## src/rtl/spi_pkg.sv

```systemverilog
// Shared types and constants for the SPI master controller.
// Holds the FSM state encoding and the transmit fill helpers.
package spi_pkg;

    typedef enum logic [2:0] {
        IDLE,
        LOAD,
        SHIFT,
        STORE,
        FINISH
    } spi_state_t;

    localparam int         SPI_BITS   = 8;
    localparam logic [7:0] FILL_ONES  = 8'hFF;
    localparam logic [7:0] FILL_ZEROS = 8'h00;

    // all_ones takes priority over all_zeros
    function automatic logic [7:0] pick_tx(
        input logic       ones,
        input logic       zeros,
        input logic [7:0] data
    );
        if (ones)
            return FILL_ONES;
        else if (zeros)
            return FILL_ZEROS;
        else
            return data;
    endfunction

endpackage

```

## src/rtl/spi_byte_shifter.sv

```systemverilog
// One SPI mode-0 byte transfer, MSB first.
// SCLK divider plus tx/rx shift registers; mosi holds its last bit when idle.
module spi_byte_shifter
    import spi_pkg::*;
#(
    parameter int CLK_DIV = 4
) (
    input  logic       clk,
    input  logic       rst,
    input  logic       start,
    input  logic [7:0] tx_byte,
    input  logic       miso,
    output logic       sclk,
    output logic       mosi,
    output logic [7:0] rx_byte,
    output logic       byte_done
);

    localparam int CW = (CLK_DIV > 1) ? $clog2(CLK_DIV) : 1;
    localparam logic [CW-1:0] DIV_LAST = CW'(CLK_DIV - 1);
    localparam logic [2:0] BIT_LAST = 3'(SPI_BITS - 1);

    logic          active;
    logic [CW-1:0] div_cnt;
    logic [2:0]    bit_cnt;
    logic [7:0]    tx_sr;
    logic [7:0]    rx_sr;
    logic          tick;

    assign tick      = active && (div_cnt == DIV_LAST);
    assign byte_done = tick && sclk && (bit_cnt == BIT_LAST);
    assign mosi      = tx_sr[7];
    assign rx_byte   = rx_sr;

    // Half-period divider; sample on rising SCLK, shift on falling SCLK
    always_ff @(posedge clk or posedge rst) begin
        if (rst) begin
            active  <= 1'b0;
            div_cnt <= '0;
            bit_cnt <= '0;
            sclk    <= 1'b0;
            tx_sr   <= '0;
            rx_sr   <= '0;
        end else if (start) begin
            active  <= 1'b1;
            div_cnt <= '0;
            bit_cnt <= '0;
            sclk    <= 1'b0;
            tx_sr   <= tx_byte;
        end else if (active) begin
            if (tick) begin
                div_cnt <= '0;
                if (!sclk) begin
                    sclk  <= 1'b1;
                    rx_sr <= {rx_sr[6:0], miso};
                end else begin
                    sclk <= 1'b0;
                    if (bit_cnt == BIT_LAST) begin
                        active <= 1'b0;
                    end else begin
                        bit_cnt <= bit_cnt + 1'b1;
                        tx_sr   <= {tx_sr[6:0], 1'b0};
                    end
                end
            end else begin
                div_cnt <= div_cnt + 1'b1;
            end
        end
    end

endmodule

```

## src/rtl/spi_master_ctrl.sv

```systemverilog
// SPI burst master: reads tx bytes from the data register file,
// shifts them out and writes the received bytes back in place.
module spi_master_ctrl
    import spi_pkg::*;
#(
    parameter int N       = 5,
    parameter int CLK_DIV = 4
) (
    input  logic        clk,
    input  logic        rst,
    input  logic        send,
    input  logic [N:0]  n_tx_end,
    input  logic        all_ones,
    input  logic        all_zeros,
    output logic [N:0]  rd_addr,
    input  logic [31:0] rd_data,
    output logic        hold_ctrl,
    output logic        wr_en,
    output logic [N:0]  wr_addr,
    output logic [7:0]  wr_data,
    output logic        sclk,
    output logic        mosi,
    input  logic        miso,
    output logic        cs_n,
    output logic        busy,
    output logic        done,
    output logic [N:0]  n_rx
);

    localparam logic [N:0] IDX_MAX = (N + 1)'(N);

    spi_state_t state;
    spi_state_t state_next;

    logic [N:0] end_idx;
    logic [N:0] index;
    logic       start_byte;
    logic [7:0] tx_byte;
    logic [7:0] rx_byte;
    logic       byte_done;
    logic       unused_rd_hi;

    assign tx_byte      = pick_tx(all_ones, all_zeros, rd_data[7:0]);
    assign unused_rd_hi = ^rd_data[31:8];

    spi_byte_shifter #(
        .CLK_DIV(CLK_DIV)
    ) u_shifter (
        .clk      (clk),
        .rst      (rst),
        .start    (start_byte),
        .tx_byte  (tx_byte),
        .miso     (miso),
        .sclk     (sclk),
        .mosi     (mosi),
        .rx_byte  (rx_byte),
        .byte_done(byte_done)
    );

    // State register
    always_ff @(posedge clk or posedge rst) begin
        if (rst)
            state <= IDLE;
        else
            state <= state_next;
    end

    // Next-state and per-state strobes
    always_comb begin
        state_next = state;
        start_byte = 1'b0;
        unique case (state)
            IDLE: begin
                if (send)
                    state_next = LOAD;
            end
            LOAD: begin
                start_byte = 1'b1;
                state_next = SHIFT;
            end
            SHIFT: begin
                if (byte_done)
                    state_next = STORE;
            end
            STORE: begin
                if (index == end_idx)
                    state_next = FINISH;
                else
                    state_next = LOAD;
            end
            FINISH: begin
                state_next = IDLE;
            end
            default: begin
                state_next = IDLE;
            end
        endcase
    end

    // Burst bookkeeping and register file interface
    always_ff @(posedge clk or posedge rst) begin
        if (rst) begin
            busy      <= 1'b0;
            hold_ctrl <= 1'b0;
            cs_n      <= 1'b1;
            done      <= 1'b0;
            wr_en     <= 1'b0;
            wr_addr   <= '0;
            wr_data   <= '0;
            rd_addr   <= '0;
            n_rx      <= '0;
            index     <= '0;
            end_idx   <= '0;
        end else begin
            wr_en <= 1'b0;
            done  <= 1'b0;
            unique case (state)
                IDLE: begin
                    if (send) begin
                        end_idx   <= (n_tx_end > IDX_MAX) ? IDX_MAX : n_tx_end;
                        index     <= '0;
                        rd_addr   <= '0;
                        n_rx      <= '0;
                        busy      <= 1'b1;
                        hold_ctrl <= 1'b1;
                        cs_n      <= 1'b0;
                    end
                end
                SHIFT: begin
                    if (byte_done) begin
                        wr_en   <= 1'b1;
                        wr_addr <= index;
                        wr_data <= rx_byte;
                        n_rx    <= n_rx + 1'b1;
                    end
                end
                STORE: begin
                    if (index == end_idx) begin
                        done      <= 1'b1;
                        cs_n      <= 1'b1;
                        busy      <= 1'b0;
                        hold_ctrl <= 1'b0;
                    end else begin
                        index   <= index + 1'b1;
                        rd_addr <= index + 1'b1;
                    end
                end
                default: begin
                end
            endcase
        end
    end

endmodule
```

## config.mk

```make
export PLATFORM = sky130hd
export DESIGN_NAME = spi_master_ctrl
export DESIGN_NICKNAME = d
export VERILOG_FILES = /design/src/rtl/spi_pkg.sv /design/src/rtl/spi_byte_shifter.sv /design/src/rtl/spi_master_ctrl.sv
export SDC_FILE = /design/constraint.sdc
export NUM_CORES = 1
export LEC_CHECK = 0
export BUFFER_PORTS_ARGS = -buffer_cell sky130_fd_sc_hd__buf_2
export CAP_MARGIN = 20
export CORE_AREA = 4 4 80 82
export CTS_BUF_LIST = sky130_fd_sc_hd__clkbuf_8 sky130_fd_sc_hd__clkbuf_16
export DETAILED_ROUTE_END_ITERATION = 10
export DIE_AREA = 0 0 84 86
export GPL_ROUTABILITY_DRIVEN = 0
export PLACE_DENSITY_LB_ADDON = 0.2
export SYNTH_ARGS = -nofsm -noshare
export SYNTH_HDL_FRONTEND = slang
export SYNTH_HIERARCHICAL = 1
export SYNTH_SLANG_ARGS = --single-unit
export TNS_END_PERCENT = 5
```

## constraint.sdc

```tcl
create_clock -name clk -period 2.3 [get_ports clk]
set_input_delay 0.115 -clock clk [delete_from_list [all_inputs] [get_ports clk]]
set_output_delay 0.115 -clock clk [all_outputs]
set_load 0.05 [all_outputs]
```

==> results of run 1 <==
cell usage in the layout (no fill, tap or decap), types with 3 or more instances in the layout:
master	instances
inv_1	9
buf_4	6
nor2_1	14
nand3_1	4
mux2_2	10
dfrtp_1	61
a21o_1	11
mux2i_1	11
clkbuf_8	12
nand2_1	22
o21ai_1	4
nand4_1	4
nor3_4	3
buf_2	52
xnor2_1	3
mux2_1	12
ha_1	5
and2_1	3
o21ai_0	8
xor2_1	10
layer usage:
metal	track usage, %	vias up	routed length [um]
met3	4.515	12	301
met2	25.38	52	2538
li1	-	937	-
met4	8.480	0	105
met1	19.83	951	2260
met5	0	-	0
state kept, by name, indices dropped and copies added (netlist names), 2 cells and up:
register / flops
index: 6
u_shifter/div_cnt: 2
u_shifter/rx_byte: 8
u_shifter/bit_cnt: 3
n_rx: 6
wr_data: 8
u_shifter/tx_sr: 8
state: 3
wr_addr: 6
end_idx: 6
cell families (layout without fill, tap and decap cells):
group | Yosys count | count (layout) | share of synthesized area (%)
xor gates and xnor gates | 13 | 13 | 3.990
muxes | 33 | 33 | 12.54
adders and majority gates | 5 | 5 | 2.192
buffers and inverters | 19 | 83 | 3.726
DFF | 62 | 62 | 54.41
AOI/OAI and AO/OA | 35 | 35 | 8.988
and+or+nand+nor | 69 | 69 | 14.16
per-stage QoR:
stage	util [%]	std cells	power, uW
after floorplan	-	236	1167
after detailed placement	55.60	357	1196
final	59.54	375	2149
after CTS	59.54	375	2176
after global routing	59.54	375	2237
after global placement	55.60	357	1196
power breakdown:
part           total (uW)  leakage (uW)  internal (uW)  switching, uW
registers            1110      0.000787           1100           6.79
logic                69.5      0.000905           28.9           40.5
clock network         973      0.000116            578            395
total                2150       0.00181           1710            442
cell type report:
type	count	area, um2	area share, %
flip-flops and latches	62	1553	45.39
multi-input cells	155	1200	35.08
repair buffers	61	345.3	10.10
clock buffers	12	165.2	4.828
well taps	75	93.84	2.743
clock inverters	4	41.29	1.207
inverters	6	22.52	0.6584
worst paths after layout:
kind / startpoint / end / slack, ns / cells after the start
setup / recovery: u_shifter/bit_cnt[0]$_DFFE_PP0P_ / n_rx[4]$_DFFE_PP0P_ / 0.40 / 9
hold / removal: n_tx_end[0] / end_idx[0]$_DFFE_PP0P_ / 0.01 / 2
setup reg to reg: u_shifter/bit_cnt[0]$_DFFE_PP0P_ / n_rx[4]$_DFFE_PP0P_ / 0.40 / 9
hold reg to reg: wr_data[4]$_DFFE_PP0P_ / wr_data[4]$_DFFE_PP0P_ / 0.48 / 1
max in group asynchronous: rst / u_shifter/bit_cnt[2]$_DFFE_PP0P_ / 1.23 / 3
min in group asynchronous: rst / wr_en$_DFF_PP0_ / 0.19 / 3
==> summary.md, run 1 <==
| Metric | Value |
|---|---|
| Outcome | complete, no violations |
| 1st-pass router iterations | 4 |
| Mean Syn Cell Area | ~12 um2 |
| Post-synth top area share | a little over half |
| Final-report setup violation count | 0 |
| Yosys warns | 6 |
| Total gr overflow | 0 |
| Starting Density | between 40% and 50% |
| Worst Setup End Kind | flop |
| Min Hold Slack | between 0.01 and 0.015 ns |
| Die Wd | around 84 um |
| Antenna violations before repair | 0 |
| Netlist cell types | 46 |
| H-tree depth | 3 |
| Maxcap violations | 0 |
| Sequential area share after synthesis | between 50% and 60% |
| Critical-path top delay cell | a211oi_4 |
| All-layer global routing usage | around 16% |
| Nets | 344 |
| Mapped Area | 2854 um2 |
| Worst Clk Skew | around 0.0056 ns |
| PnR worst setup slack | about 0.4 ns |
| I/O Buffers | 52 |
| Worst VDD drop | roughly 0.37 mV |
| Post-route cell area | about 3400 um2 |
| CP max FO | 7 |
| Syn Inst Count | 236 |
| CTS clock-pin slew for the worst setup and hold paths | ~0.060 ns |
| RSZ-0062 raised after global routing | no |
| Max incr delay on CP | 0.40 ns |
| WL final | between 5000 and 6000 um |
| Synth Register Bits | between 60 and 70 |
| Synth Flop Type | dfrtp_1 |
| Area contributors post-synth | dfrtp_1 53%, mux2_1 4.7%, mux2_2 3.9% |
| Dpl cell area | about 3200 um2 |
| Post-CTS Repair Setup Buffers | 0 |
| Vias per cell | between 5 and 6 |
| CP required | about 2.6 ns |
| Worst skew pair latency | roughly 0.33 ns |
| Die Y | 86 um |
| Die Footprint | 7224 um2 |
| CP Buf/Inv Count | 0 |
| CP arrival | ~2.2 ns |
| Core Area | around 5700 um2 |
| Slew of the pin with the lowest slew margin | 0.8745 ns |
| Max clock buf depth | 2 |
| Pwr per Cell Area | between 600 and 700 nW/um2 |
| ANT nets after route | 0 |
| Pre-CTS setup slack | 0.3847 ns |
| Cts bufs inserted | 9 |
| Num Clock Sinks | 62 |
| Vias | 1,952 |
| Fraction of layout cells with a size suffix above 1 | between 30% and 40% |
| Leakage | about 0.0018 uW |
| Synthesized Nets | 285 |
| I/O pins | between 70 and 80 |
| HP Class | input port to flop |
| Pin count of the biggest net entering global routing | 38 |
| First-pass GRT wire length | roughly 9000 um |
| Top cell type by total area after synthesis | dfrtp_1 |
| Routed length per instance | 13.88 um |
| Count leader, synth | dfrtp_1 |
| Vias in the first global route | 1,953 |
| Core Rows | 28 |
| # hold bufs at CTS | 2 |
| EDFF count, synth | 0 |
| Slew HR | roughly two fifths |
| Crit path launch type | flop |
| Setup CP Type | flop to flop |
| HPWL Detailed | 3595 um |
| DR DRC count | 0 |
| Fin crit share | roughly 83% |
| Worst path cell trace | ha_1, ha_1, nand2_1, nor2_1, nand2_2, a211oi_4, nand4_1, xor2_1, nor2_1 |
| Post-synthesis async set-or-reset flop share | 100.0% |
| Fin crit period | ~1.9 ns |
| Setup TNS | 0 ns |
| CP top delay family | simple AND/OR/NAND/NOR gates |
| Top cells by count, synth | 61 x dfrtp_1, 22 x nand2_1, 14 x nor2_1 |
| Post-CTS resize count | 0 |
| Clock root cell | clkbuf_8 |
| TritonCTS clock tree | built |
| ANT cells | 0 |
| Final hold vios | 0 |
| DRT iter0 DRCs | 83 |
| Layout fillers | just under 500 |
| Fmax | approximately 0.53 GHz |
| Area growth syn-to-layout | 19.86% |
| Slew Viols, Final | 0 |
No activity file was read; power rests on OpenSTA's default activity.
==> run 2: changes to the inputs <==
--- a/config.mk
+++ b/config.mk
@@ -5,12 +5,13 @@
 export SDC_FILE = /design/constraint.sdc
 export NUM_CORES = 1
 export LEC_CHECK = 0
+export ABC_AREA = 1
 export BUFFER_PORTS_ARGS = -buffer_cell sky130_fd_sc_hd__buf_2
 export CAP_MARGIN = 20
-export CORE_AREA = 4 4 80 82
+export CORE_AREA = 4 4 86 88
 export CTS_BUF_LIST = sky130_fd_sc_hd__clkbuf_8 sky130_fd_sc_hd__clkbuf_16
 export DETAILED_ROUTE_END_ITERATION = 10
-export DIE_AREA = 0 0 84 86
+export DIE_AREA = 0 0 90 92
 export GPL_ROUTABILITY_DRIVEN = 0
 export PLACE_DENSITY_LB_ADDON = 0.2
 export SYNTH_ARGS = -nofsm -noshare
==> constraint.sdc (replaced) <==
create_clock -name clk -period 1.71 [get_ports clk]
set_input_delay 0.0855 -clock clk [delete_from_list [all_inputs] [get_ports clk]]
set_output_delay 0.0855 -clock clk [all_outputs]
set_load 0.05 [all_outputs]
==> run 2 against run 1 <==
Compared with the run above:
- combinational power grew to 29 times the previous value
- clock skew is 0.0049 ns higher
- sequential power up 82%
- critical path type unchanged
- global-route usage increased by 0.82 points
- largest cell class unchanged
- non-clock buffer count up 4
- worst setup slack got worse by 0.27 ns
==> summary.md, run 2 <==
| Metric | Value |
|---|---|
| Outcome | complete, no violations (unchanged) |
| Antenna violations before repair | 0 (unchanged) |
| Cts bufs inserted | 9 (unchanged) |
| HPWL Detailed | 4415 um (was 3595 um) |
| Most common cell after layout, fill and taps aside | nand2_1 (was dfrtp_1) |
| RSZ-0062 raised after global routing | yes (was no) |
| Slew of the pin with the lowest slew margin | 0.3399 ns (was 0.8745 ns) |
| Synthesized Nets | 433 (was 285) |
| Count leader, synth | nand2_1 (was dfrtp_1) |
| Max clock buf depth | 2 (unchanged) |
| Sequential share of power | 37.6% (was 51.5%) |
| Internal power | 3137 uW (was 1708 uW) |
| Core Rows | 30 (was 28) |
| First-pass GRT wire length | 11,100 um (was 9177 um) |
| Layout fillers | 631 (was 488) |
| Slew HR | 77.31% (was 41.64%) |
| H-tree depth | 3 (unchanged) |
| Die Footprint | 8280 um2 (was 7224 um2) |
| Mean Syn Cell Area | 8.002 um2 (was 12.09 um2) |
| Setup CP Type | flop to flop (unchanged) |
| Vias per cell | 4.728 (was 5.205) |
| WL final | 6282 um (was 5206 um) |
| Fin crit share | 92.63% (was 82.62%) |
| Slew Viols, Final | 0 (unchanged) |
| Worst R2R Setup Slack | 0.13 ns (was 0.40 ns) |
| Starting Density | 46.25% (was 49.67%) |
| Most frequent cells in the layout | 159 x nand2_1, 61 x dfrtp_1, 52 x buf_2, 45 x inv_1, 26 x nand3_1 (was 61 x dfrtp_1, 52 x buf_2, 22 x nand2_1, 14 x nor2_1) |
| Fin crit period | 1.584 ns (was 1.900 ns) |
| Mapped Area | 3073 um2 (was 2854 um2) |
| Synth Register Bits | 62 (unchanged) |
| CP arrival | 1.81 ns (was 2.16 ns) |
| 1st-pass router iterations | 5 (was 4) |
| Fraction of layout cells with a size suffix above 1 | 22.76% (was 32.00%) |
| Top cells by count, synth | 159 x nand2_1, 61 x dfrtp_1, 45 x inv_1 (was 61 x dfrtp_1, 22 x nand2_1, 14 x nor2_1) |
| Power share of the clock group | 24.3% (was 45.2%) |
| CP max FO | 11 (was 7) |
| Post-CTS Repair Setup Buffers | 0 (unchanged) |
| Yosys warns | 6 (unchanged) |
| Leakage | 0.002139 uW (was 0.001808 uW) |
| Psw | 2229 uW (was 441.8 uW) |
| Final Util | 55.69% (was 59.54%) |
| Synth Flop Type | dfrtp_1 (unchanged) |
| Final-report setup violation count | 0 (unchanged) |
| R2R cell count | 8 (was 9) |
| Worst VDD drop | 0.7324 mV (was 0.3653 mV) |
| Vias | 2,539 (was 1,952) |
| Fmax | 0.6313 GHz (was 0.5262 GHz) |
| Sw Share | 41.54% (was 20.56%) |
| Crit path launch type | flop (unchanged) |
| EDFF count, synth | 0 (unchanged) |
| HP Class | input port to flop (unchanged) |
| Worst Clk Skew | 0.01054 ns (was 0.005598 ns) |
| Netlist cell types | 32 (was 46) |
| Hold path depth | 5 (was 2) |
| Num Clock Sinks | 62 (unchanged) |
| Maxcap violations | 0 (unchanged) |
| I/O Buffers | 52 (unchanged) |
| Final hold vios | 0 (unchanged) |
| Vias in the first global route | 2,411 (was 1,953) |
| Clock root cell | clkbuf_8 (unchanged) |
| Routed length per instance | 11.70 um (was 13.88 um) |
| Post-synthesis async set-or-reset flop share | 100.0% (unchanged) |
| Area contributors post-synth | dfrtp_1 50%, nand2_1 19%, inv_1 5.5% (was dfrtp_1 53%, mux2_1 4.7%, mux2_2 3.9%) |
| TritonCTS clock tree | built (unchanged) |
| I/O pins | 77 (unchanged) |
| R2r endpoint | n_rx[0]$_DFFE_PP0P_ (was n_rx[4]$_DFFE_PP0P_) |
| CTS clock-pin slew for the worst setup and hold paths | 0.07 ns (was 0.06 ns) |
| Pin count of the biggest net entering global routing | 34 (was 38) |
| Pwr per Cell Area | 1450 nW/um2 (was 628.3 nW/um2) |
| Inst Count DP | 516 (was 357) |
| Core Area | 6644 um2 (was 5746 um2) |
| RR Startpoint | u_shifter/bit_cnt[0]$_DFFE_PP0P_ (unchanged) |
| DR DRC count | 0 (unchanged) |
| Area growth syn-to-layout | 20.40% (was 19.86%) |
| Die Y | 92 um (was 86 um) |
| Worst Setup End Kind | flop (unchanged) |
| Comb power frac | 38.1% (was 3.2%) |
| Hold EP | u_shifter/tx_sr[0]$_DFFE_PP0P_ (was end_idx[0]$_DFFE_PP0P_) |
| Nets | 501 (was 344) |
| Finished Layout Cells | 537 (was 375) |
| Sequential area share after synthesis | 50.53% (was 54.41%) |
| CP required | 1.94 ns (was 2.56 ns) |
| Top cell type by total area after synthesis | dfrtp_1 (unchanged) |
| Total gr overflow | 0 (unchanged) |
| Syn Inst Count | 384 (was 236) |
| Die Wd | 90 um (was 84 um) |
| DRT iter0 DRCs | 73 (was 83) |
| Worst skew pair latency | 0.34 ns (was 0.33 ns) |
| Hold Path Origin | rd_data[0] (was n_tx_end[0]) |
| ANT cells | 0 (unchanged) |
| All-layer global routing usage | 16.77% (was 15.95%) |
| Post-synth top area share | 49.67% (was 53.49%) |
| ANT nets after route | 0 (unchanged) |
[run 2: worst max path at each step]
stage | from | to | cells after the start
final | u_shifter/bit_cnt[0]$_DFFE_PP0P_ | n_rx[0]$_DFFE_PP0P_ | 8
after global routing | u_shifter/bit_cnt[0]$_DFFE_PP0P_ | wr_data[6]$_DFFE_PP0P_ | 8
after CTS | state[2]$_DFFE_PP0P_ | u_shifter/bit_cnt[2]$_DFFE_PP0P_ | 8
after detailed placement | state[2]$_DFFE_PP0P_ | u_shifter/bit_cnt[2]$_DFFE_PP0P_ | 8
after global placement | state[2]$_DFFE_PP0P_ | u_shifter/tx_sr[2]$_DFFE_PP0P_ | 8
after floorplan | index[4]$_DFFE_PP0P_ | busy$_DFFE_PP0P_ | 9
[run 2: repair_timing]
action,in CTS,in global routing
hold buffers,5,0
hold endpoints to repair,33,0
endpoints found under the setup margin,0,21
resized for setup,0,4
[run 2: final cells by class]
class / count / area [um2] / area share, %
Clock inverter: 5 / 48.80 / 1.319
Clock buffer: 11 / 151.4 / 4.092
Inverter: 50 / 191.4 / 5.174
Sequential cell: 62 / 1553 / 41.97
Tap cell: 80 / 100.1 / 2.705
Multi-Input combinational cell: 264 / 1272 / 34.39
Timing Repair Buffer: 65 / 382.9 / 10.35
[run 2: critical path, cell delays in order (launching register included)]
cell	delay (ns)
dfrtp_1	0.39
ha_1	0.20
ha_1	0.19
nand2_1	0.08
nor2_2	0.05
nand2_1	0.13
clkinvlp_4	0.23
nor2_1	0.14
a21oi_1	0.05
[run 2: cells by family (layout without fill, tap and decap cells)]
kind of cell / Yosys count / in the layout / share of synthesized area (%)
AND/OR/NAND/NOR: 227 / 227 / 32.61
buffers and inverters: 58 / 131 / 8.469
adder cells (fa/ha/maj): 5 / 5 / 2.036
XOR/XNOR: 4 / 4 / 1.140
AO/OA/AOI/OAI: 28 / 28 / 5.212
flip-flops: 62 / 62 / 50.53
[run 2: per-layer routing]
layer | track usage, % | up-vias | routed length [um]
li1 | - | 1317 | -
met3 | 4.266 | 12 | 257
met4 | 8.036 | 0 | 127
met5 | 0 | - | 0
met2 | 26.70 | 48 | 2863
met1 | 21.38 | 1162 | 3033
[run 2: metrics by stage]
step	hold slack (ns)	setup TNS, ns	instance area (um2)	setup slack, ns	total power, uW
3_3_place_gp	0.06414	0	3433	0.1492	4020
6_report	0.07053	0	3700	0.1260	5366
5_1_grt	0.1005	-0.01576	3700	-0.01114	5783
2_1_floorplan	0.08742	0	3073	0.1377	3650
4_1_cts	0.05849	0	3684	0.08649	5400
3_5_place_dp	0.08018	0	3433	0.1007	4061
[run 2: power by group through the flow]
| stage | Clock [uW] | Combinational (uW) | Sequential, uW |
|---|---|---|---|
| 4_1_cts | 1350 | 2040 | 2020 |
| 3_5_place_dp | 0 | 2020 | 2040 |
| 3_3_place_gp | 0 | 1990 | 2030 |
| 2_1_floorplan | 0 | 1420 | 2230 |
| 5_1_grt | 1410 | 2320 | 2060 |
| 6_report | 1310 | 2050 | 2020 |
==> run 3: changes to the inputs <==
--- a/config.mk
+++ b/config.mk
@@ -13,6 +13,7 @@
 export DETAILED_ROUTE_END_ITERATION = 10
 export DIE_AREA = 0 0 90 92
 export GPL_ROUTABILITY_DRIVEN = 0
+export MAX_ROUTING_LAYER = met4
 export PLACE_DENSITY_LB_ADDON = 0.2
 export SYNTH_ARGS = -nofsm -noshare
 export SYNTH_HDL_FRONTEND = slang
==> run 3 against run 2 <==
Compared with the run above:
- flip-flop and latch count did not move
- critical path depth unchanged
- hold slack got worse by 0.00054 ns
- die area unchanged
- cell count is the same
- utilization unchanged
- first-iteration DRC count down 5.5%
- combinational power about the same
- sequential share of layout area unchanged
- routed wire length down 0.14%
- final area unchanged
- power is essentially flat
==> summary.md, run 3 (synthesis results as in run 2) <==
| Metric | Value |
|---|---|
| Max clock buf depth | 2 (unchanged) |
| Area of the multi-input gates | 1272 um2 (unchanged) |
| Fin crit period | 1.584 ns (about the same) |
| FF+latch area | 1553 um2 (unchanged) |
| 1st-pass router iterations | 5 (unchanged) |
| Max incr delay on CP | 0.39 ns (about the same) |
| Vias | 2,537 (was 2,539) |
| Die Footprint | 8280 um2 (unchanged) |
| DR DRC count | 0 (unchanged) |
| Power share of the clock group | 24.4% (was 24.3%) |
| Worst path cell trace | ha_1, ha_1, nand2_1, nor2_2, nand2_1, clkinvlp_4, nor2_1, a21oi_1 (unchanged) |
| Worst Setup End Kind | flop (unchanged) |
| Inst Count DP | 516 (unchanged) |
| I/O pins | 77 (unchanged) |
| Worst VDD drop | 0.7300 mV (was 0.7324 mV) |
| Cts bufs inserted | 9 (unchanged) |
| Most common cell after layout, fill and taps aside | nand2_1 (unchanged) |
| All-layer global routing usage | 17.11% (was 16.77%) |
| Most frequent cells in the layout | 159 x nand2_1, 61 x dfrtp_1, 52 x buf_2, 45 x inv_1, 26 x nand3_1 (unchanged) |
| R2R cell count | 8 (unchanged) |
| Routed length per instance | 11.68 um (was 11.70 um) |
| Pre-CTS setup slack | 0.1007 ns (unchanged) |
| Vias in the first global route | 2,411 (unchanged) |
| Layout fillers | 631 (unchanged) |
| Slew of the pin with the lowest slew margin | 0.3504 ns (was 0.3399 ns) |
| PnR worst setup slack | 0.1256 ns (was 0.1260 ns) |
| Core Rows | 30 (unchanged) |
| Total power | 5366 uW (about the same) |
| HP Class | input port to flop (unchanged) |
| Pin count of the biggest net entering global routing | 34 (unchanged) |
| Maxcap violations | 0 (unchanged) |
| Nets | 501 (unchanged) |
| First-pass GRT wire length | 11,050 um (was 11,100 um) |
| Setup TNS | 0 ns (unchanged) |
| Worst Clk Skew | 0.01093 ns (was 0.01054 ns) |
| R2r endpoint | n_rx[0]$_DFFE_PP0P_ (unchanged) |
| Worst R2R Setup Slack | 0.13 ns (about the same) |
| ANT nets after route | 0 (unchanged) |
| Sequential share of power | 37.5% (was 37.6%) |
| Fin crit share | 92.65% (was 92.63%) |
| Num Clock Sinks | 62 (unchanged) |
| CP max FO | 11 (unchanged) |
| ANT cells | 0 (unchanged) |
| I/O Buffers | 52 (unchanged) |
| Final-report setup violation count | 0 (unchanged) |
| Dpl cell area | 3433 um2 (unchanged) |
| Psw | 2229 uW (about the same) |
| Final hold vios | 0 (unchanged) |
| CTS clock-pin slew for the worst setup and hold paths | 0.07 ns (about the same) |
| Worst skew pair latency | 0.34 ns (about the same) |
| H-tree depth | 3 (unchanged) |
| RSZ-0062 raised after global routing | yes (unchanged) |
| Hold Path Origin | rd_data[0] (unchanged) |
| Slew HR | 76.62% (was 77.31%) |
| Starting Density | 46.25% (unchanged) |
| CP required | 1.94 ns (about the same) |
| Setup CP Type | flop to flop (unchanged) |
| Core Area | 6644 um2 (unchanged) |
| Vias per cell | 4.724 (was 4.728) |
| Post-route cell area | 3700 um2 (unchanged) |
| RR Startpoint | u_shifter/bit_cnt[0]$_DFFE_PP0P_ (unchanged) |
| Leakage | 0.002139 uW (unchanged) |
| Total gr overflow | 0 (unchanged) |
| Critical-path top delay cell | dfrtp_1 (unchanged) |
| Die Wd | 90 um (unchanged) |
| Finished Layout Cells | 537 (unchanged) |
| WL final | 6273 um (was 6282 um) |
| Clock root cell | clkbuf_8 (unchanged) |
| Hold path depth | 5 (unchanged) |
| CP arrival | 1.81 ns (about the same) |
| Slew Viols, Final | 0 (unchanged) |
| Hold EP | u_shifter/tx_sr[0]$_DFFE_PP0P_ (unchanged) |
| Post-CTS Repair Setup Buffers | 0 (unchanged) |
| Comb power frac | 38.1% (about the same) |
| TritonCTS clock tree | built (unchanged) |
| Area growth syn-to-layout | 20.40% (unchanged) |
| Outcome | complete, no violations (unchanged) |
| Die Y | 92 um (unchanged) |
| HPWL Detailed | 4415 um (unchanged) |
| Fraction of layout cells with a size suffix above 1 | 22.76% (unchanged) |
| DRT iter0 DRCs | 69 (was 73) |
| Fmax | 0.6312 GHz (was 0.6313 GHz) |
| Internal power | 3137 uW (about the same) |
| Antenna violations before repair | 0 (unchanged) |
| Crit path launch type | flop (unchanged) |
| Pwr per Cell Area | 1450 nW/um2 (about the same) |
| Sw Share | 41.54% (about the same) |
-- run 3: layout make-up --
| class | count | area share, % |
|---|---|---|
| clock inverter | 5 | 1.319 |
| multi-input combinational | 264 | 34.39 |
| timing repair buffer | 65 | 10.35 |
| sequential | 62 | 41.97 |
| inverter | 50 | 5.174 |
| clock buffer | 11 | 4.092 |
| tap | 80 | 2.705 |
-- run 3: timing repair --
action                                  in CTS  in global routing
endpoints found under the setup margin       0                 21
endpoints found under the hold margin       33                  0
resized for setup                            0                  4
hold buffers                                 5                  0
-- run 3: worst max path at each step --
stage,slack [ns],end,start
6_report,0.13,n_rx[0]$_DFFE_PP0P_,u_shifter/bit_cnt[0]$_DFFE_PP0P_
3_5_place_dp,0.10,u_shifter/bit_cnt[2]$_DFFE_PP0P_,state[2]$_DFFE_PP0P_
2_1_floorplan,0.14,busy$_DFFE_PP0P_,index[4]$_DFFE_PP0P_
5_1_grt,-0.01,wr_data[6]$_DFFE_PP0P_,u_shifter/bit_cnt[0]$_DFFE_PP0P_
3_3_place_gp,0.15,u_shifter/tx_sr[2]$_DFFE_PP0P_,state[2]$_DFFE_PP0P_
4_1_cts,0.09,u_shifter/bit_cnt[2]$_DFFE_PP0P_,state[2]$_DFFE_PP0P_
-- run 3: worst max-delay path, delay by kind of cell, from the launching register on --
kind / cells / cell delay [ns]
AO/OA/AOI/OAI: 1 / 0.05
AND/OR/NAND/NOR: 4 / 0.40
flip-flops: 1 / 0.39
adder cells (fa/ha/maj): 2 / 0.39
buffers and inverters: 1 / 0.23
-- run 3: layer usage --
metal	up-vias	share of wire, %	GRT usage (%)
met4	0	1.9	8.036
li1	1318	-	-
met5	-	0	-
met2	46	46	26.76
met1	1161	48	21.33
met3	12	4.0	3.692
-- run 3: per-stage QoR --
step | hold WS (ns) | utilization [%]
finish | 0.07000 | 55.69
CTS | 0.05849 | 55.44
global route | 0.1005 | 55.69
floorplan | 0.08742 | -
global placement | 0.06414 | 51.68
detailed placement | 0.08018 | 51.68
-- run 3: power groups by stage --
stage | sequential (uW) | combinational, uW | clock [uW]
after global placement | 2030 | 1990 | 0
after floorplan | 2230 | 1420 | 0
after global routing | 2060 | 2320 | 1400
after detailed placement | 2040 | 2020 | 0
final | 2010 | 2040 | 1310
after CTS | 2020 | 2040 | 1350
